==> src/rtl/aip_slave_if.sv <==
// aip_slave_if: host-side responder for the convolution core.
// Owns input memories X/Y, output memory Z, the Csize register and the
// STATUS / IP_ID registers, and raises an active-low interrupt from masked
// done flags.
// Optional feature macro: AIP_ERR_INT_EN (adds an error flag in flags[1]).
// Host handshake: a strobe (write or read) is accepted on every rising edge
// where it is high together with en_s; there is no back-pressure. Read data
// appears on data_out in the cycle after the read strobe. Write beats read.
module aip_slave_if #(
   parameter int          DATAWIDTH   = 32,
   parameter int          MEM_DEPTH   = 9,
   parameter int          ADDR_W      = 4,
   parameter logic [31:0] IP_ID_VALUE = 32'h1000500A
) (
   input  logic                 clk,
   input  logic                 rst_a,
   input  logic                 en_s,
   input  logic [DATAWIDTH-1:0] data_in,
   output logic [DATAWIDTH-1:0] data_out,
   input  logic                 write,
   input  logic                 read,
   input  logic                 start,
   input  logic [4:0]           conf_dbus,
   output logic                 int_req,
   output logic                 core_start,
   input  logic                 core_done,
   input  logic [ADDR_W-1:0]    core_x_addr,
   input  logic [ADDR_W-1:0]    core_y_addr,
   output logic [DATAWIDTH-1:0] core_x_data,
   output logic [DATAWIDTH-1:0] core_y_data,
   input  logic                 core_z_we,
   input  logic [ADDR_W-1:0]    core_z_addr,
   input  logic [DATAWIDTH-1:0] core_z_data,
   output logic [DATAWIDTH-1:0] cfg_size
);

   localparam logic [4:0] C_MDATAX = 5'd0;
   localparam logic [4:0] C_ADATAX = 5'd1;
   localparam logic [4:0] C_MDATAY = 5'd2;
   localparam logic [4:0] C_ADATAY = 5'd3;
   localparam logic [4:0] C_MDATAZ = 5'd4;
   localparam logic [4:0] C_ADATAZ = 5'd5;
   localparam logic [4:0] C_CSIZE  = 5'd6;
   localparam logic [4:0] C_ASIZE  = 5'd7;
   localparam logic [4:0] C_STATUS = 5'd30;
   localparam logic [4:0] C_IP_ID  = 5'd31;

   localparam logic [ADDR_W-1:0] LAST_IDX = ADDR_W'(MEM_DEPTH - 1);

`ifdef AIP_ERR_INT_EN
   localparam logic ERR_EN = 1'b1;
`else
   localparam logic ERR_EN = 1'b0;
`endif

   // Pointers wrap to 0 after the last word; out-of-range pointers keep
   // counting modulo 2^ADDR_W.
   function automatic logic [ADDR_W-1:0] ptr_inc(input logic [ADDR_W-1:0] p);
      if (p == LAST_IDX) return '0;
      else               return p + ADDR_W'(1);
   endfunction

   logic [DATAWIDTH-1:0] mem_x_q [MEM_DEPTH];
   logic [DATAWIDTH-1:0] mem_y_q [MEM_DEPTH];
   logic [DATAWIDTH-1:0] mem_z_q [MEM_DEPTH];

   logic [ADDR_W-1:0]    ptr_x_q, ptr_x_d;
   logic [ADDR_W-1:0]    ptr_y_q, ptr_y_d;
   logic [ADDR_W-1:0]    ptr_z_q, ptr_z_d;
   logic [ADDR_W-1:0]    ptr_s_q, ptr_s_d;
   logic [DATAWIDTH-1:0] csize_q, csize_d;
   logic [7:0]           mask_q, mask_d;
   logic [7:0]           flags_q, flags_d;
   logic                 busy_q, busy_d;
   logic                 core_start_q, core_start_d;
   logic                 int_req_q, int_req_d;
   logic [DATAWIDTH-1:0] data_out_q, data_out_d;

   logic                 host_wr, host_rd, start_ok, start_busy;
   logic                 x_we, y_we, err_evt;
   logic                 x_in, y_in, z_in;
   logic [7:0]           mask_eff;
   logic [DATAWIDTH-1:0] status_word;

   assign host_wr    = en_s & write;
   assign host_rd    = en_s & read & ~write;
   assign start_ok   = en_s & start & ~busy_q;
   assign start_busy = en_s & start & busy_q;

   assign x_in = (ptr_x_q <= LAST_IDX);
   assign y_in = (ptr_y_q <= LAST_IDX);
   assign z_in = (ptr_z_q <= LAST_IDX);

   // Without the error feature mask[1] is kept for readback only.
   assign mask_eff    = ERR_EN ? mask_q : (mask_q & 8'hFD);
   assign status_word = DATAWIDTH'({8'h00, mask_q, 7'h00, busy_q, flags_q});

   // Host decode, flag/busy bookkeeping and interrupt next-state.
   always_comb begin
      ptr_x_d      = ptr_x_q;
      ptr_y_d      = ptr_y_q;
      ptr_z_d      = ptr_z_q;
      ptr_s_d      = ptr_s_q;
      csize_d      = csize_q;
      mask_d       = mask_q;
      flags_d      = flags_q;
      busy_d       = busy_q;
      data_out_d   = data_out_q;
      core_start_d = 1'b0;
      x_we         = 1'b0;
      y_we         = 1'b0;
      err_evt      = 1'b0;

      if (host_wr) begin
         case (conf_dbus)
            C_MDATAX: begin
               x_we    = x_in;
               err_evt = ~x_in;
               ptr_x_d = ptr_inc(ptr_x_q);
            end
            C_MDATAY: begin
               y_we    = y_in;
               err_evt = ~y_in;
               ptr_y_d = ptr_inc(ptr_y_q);
            end
            C_MDATAZ: err_evt = 1'b1;
            C_ADATAX: ptr_x_d = data_in[ADDR_W-1:0];
            C_ADATAY: ptr_y_d = data_in[ADDR_W-1:0];
            C_ADATAZ: ptr_z_d = data_in[ADDR_W-1:0];
            C_ASIZE:  ptr_s_d = data_in[ADDR_W-1:0];
            C_CSIZE:  csize_d = data_in;
            C_STATUS: begin
               mask_d  = data_in[23:16];
               flags_d = flags_q & ~data_in[7:0];
            end
            default: ;
         endcase
      end else if (host_rd) begin
         case (conf_dbus)
            C_MDATAX: begin
               data_out_d = x_in ? mem_x_q[ptr_x_q] : '0;
               err_evt    = ~x_in;
               ptr_x_d    = ptr_inc(ptr_x_q);
            end
            C_MDATAY: begin
               data_out_d = y_in ? mem_y_q[ptr_y_q] : '0;
               err_evt    = ~y_in;
               ptr_y_d    = ptr_inc(ptr_y_q);
            end
            C_MDATAZ: begin
               data_out_d = z_in ? mem_z_q[ptr_z_q] : '0;
               err_evt    = ~z_in;
               ptr_z_d    = ptr_inc(ptr_z_q);
            end
            C_ADATAX: data_out_d = DATAWIDTH'(ptr_x_q);
            C_ADATAY: data_out_d = DATAWIDTH'(ptr_y_q);
            C_ADATAZ: data_out_d = DATAWIDTH'(ptr_z_q);
            C_ASIZE:  data_out_d = DATAWIDTH'(ptr_s_q);
            C_CSIZE:  data_out_d = csize_q;
            C_STATUS: data_out_d = status_word;
            C_IP_ID:  data_out_d = DATAWIDTH'(IP_ID_VALUE);
            default:  data_out_d = '0;
         endcase
      end

      if (start_busy) err_evt = 1'b1;

      // done ends the current run; a start accepted this cycle opens a new one.
      if (core_done) busy_d = 1'b0;
      if (start_ok) begin
         busy_d       = 1'b1;
         core_start_d = 1'b1;
      end

      // Setting a flag takes priority over a same-cycle host clear.
      if (core_done) flags_d[0] = 1'b1;
      if (err_evt & ERR_EN) flags_d[1] = 1'b1;

      int_req_d = ~|(flags_q & mask_eff);
   end

   // Control and status registers with synchronous reset.
   always_ff @(posedge clk) begin
      if (rst_a) begin
         ptr_x_q      <= '0;
         ptr_y_q      <= '0;
         ptr_z_q      <= '0;
         ptr_s_q      <= '0;
         csize_q      <= '0;
         mask_q       <= '0;
         flags_q      <= '0;
         busy_q       <= 1'b0;
         core_start_q <= 1'b0;
         int_req_q    <= 1'b1;
         data_out_q   <= '0;
      end else begin
         ptr_x_q      <= ptr_x_d;
         ptr_y_q      <= ptr_y_d;
         ptr_z_q      <= ptr_z_d;
         ptr_s_q      <= ptr_s_d;
         csize_q      <= csize_d;
         mask_q       <= mask_d;
         flags_q      <= flags_d;
         busy_q       <= busy_d;
         core_start_q <= core_start_d;
         int_req_q    <= int_req_d;
         data_out_q   <= data_out_d;
      end
   end

   // Memory arrays: contents survive reset, but no write lands during it.
   always_ff @(posedge clk) begin
      if (!rst_a) begin
         if (x_we) mem_x_q[ptr_x_q] <= data_in;
         if (y_we) mem_y_q[ptr_y_q] <= data_in;
         if (core_z_we && (core_z_addr <= LAST_IDX)) mem_z_q[core_z_addr] <= core_z_data;
      end
   end

   assign core_x_data = (core_x_addr <= LAST_IDX) ? mem_x_q[core_x_addr] : '0;
   assign core_y_data = (core_y_addr <= LAST_IDX) ? mem_y_q[core_y_addr] : '0;
   assign data_out    = data_out_q;
   assign int_req     = int_req_q;
   assign core_start  = core_start_q;
   assign cfg_size    = csize_q;

endmodule

==> config.mk <==
export PLATFORM = sky130hd
export DESIGN_NAME = aip_slave_if
export DESIGN_NICKNAME = d
export VERILOG_FILES = /design/src/rtl/aip_slave_if.sv
export SDC_FILE = /design/constraint.sdc
export NUM_CORES = 1
export LEC_CHECK = 0
export ABC_CLOCK_PERIOD_IN_PS = 7250
export CORE_UTILIZATION = 55
export DETAILED_ROUTE_END_ITERATION = 7
export PLACE_DENSITY_LB_ADDON = 0.2
export SETUP_SLACK_MARGIN = 0.15
export SLEW_MARGIN = 40
export SYNTH_ARGS = -nofsm -noshare
export SYNTH_HDL_FRONTEND = slang
export SYNTH_SLANG_ARGS = --single-unit
==> constraint.sdc <==
create_clock -name clk -period 7.25 [get_ports clk]
set_clock_uncertainty 0.2 [all_clocks]
set_input_delay 1.45 -clock clk [delete_from_list [all_inputs] [get_ports clk]]
set_output_delay 1.45 -clock clk [all_outputs]
set_load 0.01 [all_outputs]
==> out/qor.csv <==
metric,value,unit
grt_max_degree,65,
drcViolationCount,0,
ys_types,65,
routed_wl,119,mm
num_rows,101,
grt.overflow.total,0,
cts-root-buf,clkbuf_16,
rr_startpoint,ptr_x_q[0],
insertion_delay,0.67,ns
rr_worst_depth,9,
io_pins,219,
syn_inst,2507,
holdPathStages,2,
drtIter0Drc,3206,
clk_pin_slew,0.06,ns
maxCapViolations,0,
syn2layout_area_growth,16.1,%
tightest_slew,0.948,ns
core,0.0759,mm^2
placed_area,0.0457,mm^2
synthFlopType,edfxtp_1,
finalHoldViolations,0,
seq_area,0.0282,mm^2
fin_tns_setup,0,ns
synth_nets,2606,
synth_warnings,0,
maxSlewViolCount,0,
reg2reg_to,mem_x_q[5][7],
whs,0.249,ns
chipHeight,279,um
post_drt_wl_per_cell,30.9,um
detailroute.via_count,25400,
syn_avg_cell_area,16.8,um^2
min_period_over_period,77.5,%
maxSlewHeadroom,36.3,%
post-dp-hpwl,74.7,mm
finalNonFillerCells,3843,
required,5.60,ns
globalplace.congestion,0.957,
status,finished clean,
rsz0062_at_grt,no,
drtAntennaViolNets,0,
die_area,0.0778,mm^2
synthArstFlopShare,0,%
synth-seq-area-share,66.8,%
r2r_slack,3.55,ns
start_util,55.5,%
antenna_found_initial,18,
grt.total_usage,30.9,%
worstHoldEndpoint,flags_q[1],
cp-start-kind,input pin,
grt_pass1_wl,172,mm
postCtsSetupBuffers,0,
synth-seq-cells,975,
min_from,flags_q[1],
finalPower,11.8,mW
final_util,64.4,%
htree_levels,3,
power.density,242,mW/mm^2
synth_area,0.0422,mm^2
cts-resized-gates,0,
arrival,3.97,ns
clockBufferDepth,3,
cts_tree,built,
dr.pass1.iters,6,
n_fill_cell,5251,
final_cell_area,0.0489,mm^2
clock-sinks,975,
critPathMaxFanout,33,
min_period,5.62,ns
end_kind,output pin,
place_inst,3654,
multiInputGateArea,0.0133,mm^2
layout.nets,2825,
die_w,279,um
finalWorstSetupSlack,1.63,ns
crit_type,in -> out,
finalSetupViolCount,0,
vdd_drop_max,226,uV
ctsHoldBuffers,0,
grt_pass1_vias,25300,
fmax,178,MHz
hp-class,reg -> reg,
dp_slack,1.67,ns
leakage,15.2,nW
numPortBuffers,218,
post_drt_via_cell_ratio,6.60,
synth_edf_count,864,
layout-drive-gt1-share,22.9,%
numCtsBuffers,100,
## how the worst max path moves through the flow
stage                        start              end  cells after the start
global route        core_y_addr[3]  core_y_data[18]                      7
detailed placement  core_y_addr[3]   core_y_data[5]                      7
CTS                 core_y_addr[3]   core_y_data[5]                      7
finish              core_y_addr[3]  core_y_data[18]                      7
floorplan             conf_dbus[2]    mem_x_q[8][0]                      5
global placement    core_x_addr[0]  core_x_data[26]                      6
## cell usage after synthesis, types with 4 or more instances
library cell  count  share of area [%]
nor3_2            4              0.095
o22ai_1          79                1.2
or2_2             7               0.10
a311oi_1         12               0.25
mux4_2          301                 16
buf_1            14               0.12
a22oi_1           6               0.11
a2111oi_0         9               0.19
nand2b_1         24               0.36
nand2_1         204                1.8
nor3_1           69               0.82
and3_1            8               0.12
nand4_1           7               0.10
dfxtp_1         111                5.3
or3_1             8               0.12
nor4b_1           8               0.17
a211oi_1         25               0.45
edfxtp_1        864                 62
nand3_1           7              0.083
ha_1             10               0.30
buf_2            54               0.64
clkbuf_1         89               0.79
inv_1            41               0.36
a221oi_1         19               0.39
mux2i_1          98                2.3
buf_4            15               0.27
a21oi_1          87                1.0
nor2b_1          38               0.56
o21ai_0          82               0.97
a221o_1           6               0.14
mux2_2           17               0.45
a22o_1           14               0.29
a211o_1          23               0.48
buf_6             6               0.16
o41ai_1           8               0.17
nor2_1           87               0.77
## cell usage in the layout, fill, tap and decap left out, types with 25 or more instances in the layout
master             n
a21oi_1           87
o22ai_1           79
o21ai_0           81
a211oi_1          25
clkbuf_1          26
buf_4             79
nor3_1            49
nor2_1            68
nor2b_1           38
clkbuf_16        106
nand2_1          204
mux4_2           301
dfxtp_1          103
edfxtp_1         864
clkdlybuf4s50_1  196
inv_1             41
mux2i_1           98
## sequential cells by signal (all words and copies together) (netlist names), 8 cells and up, named ones only
| signal | cells |
|---|---|
| mem_x_q | 288 |
| cfg_size | 32 |
| flags_q | 8 |
| mem_y_q | 288 |
| mem_z_q | 288 |
| data_out | 32 |
| mask_q | 8 |
## per-layer routing
metal	vias to the layer above	track usage (%)	share of wire, %
li1	10600	-	-
met1	13000	41.4	37
met2	1474	49.0	48
met3	264	7.80	11
met4	24	11.9	4.0
met5	-	0	0.14
## layout make-up
class / count / area share [%]
inverters: 42 / 0.322
multi-input cells: 1311 / 27.1
well taps: 1030 / 2.63
clock inverters: 46 / 0.936
diodes: 3 / 0.0153
repair buffers: 296 / 5.52
flip-flops and latches: 975 / 57.6
clock buffers: 140 / 5.84
## power breakdown
part / internal (mW) / switching, mW
combinational: 0.217 / 0.311
sequential: 6.13 / 0.0135
clock: 3.01 / 2.15
total: 9.35 / 2.48
## kinds of logic (layout without fill, tap and decap cells)
group	after synthesis	after routing	share of synthesized area [%]
DFF	975	975	66.8
and+or+nand+nor	491	491	5.55
muxes	416	416	18.9
AOI/OAI and AO/OA	391	391	6.06
buffers and inverters	221	524	2.37
adders and majority gates	10	10	0.297
xor gates and xnor gates	3	3	0.0623
other	0	3	0
## critical path: stages
cell	delay, ns
clkdlybuf4s50_1	0.45
buf_4	0.41
nor4b_2	0.36
buf_4	0.34
nand2_1	0.08
o21ai_0	0.21
clkdlybuf4s50_1	0.65
(Power assumes the default switching activity.)
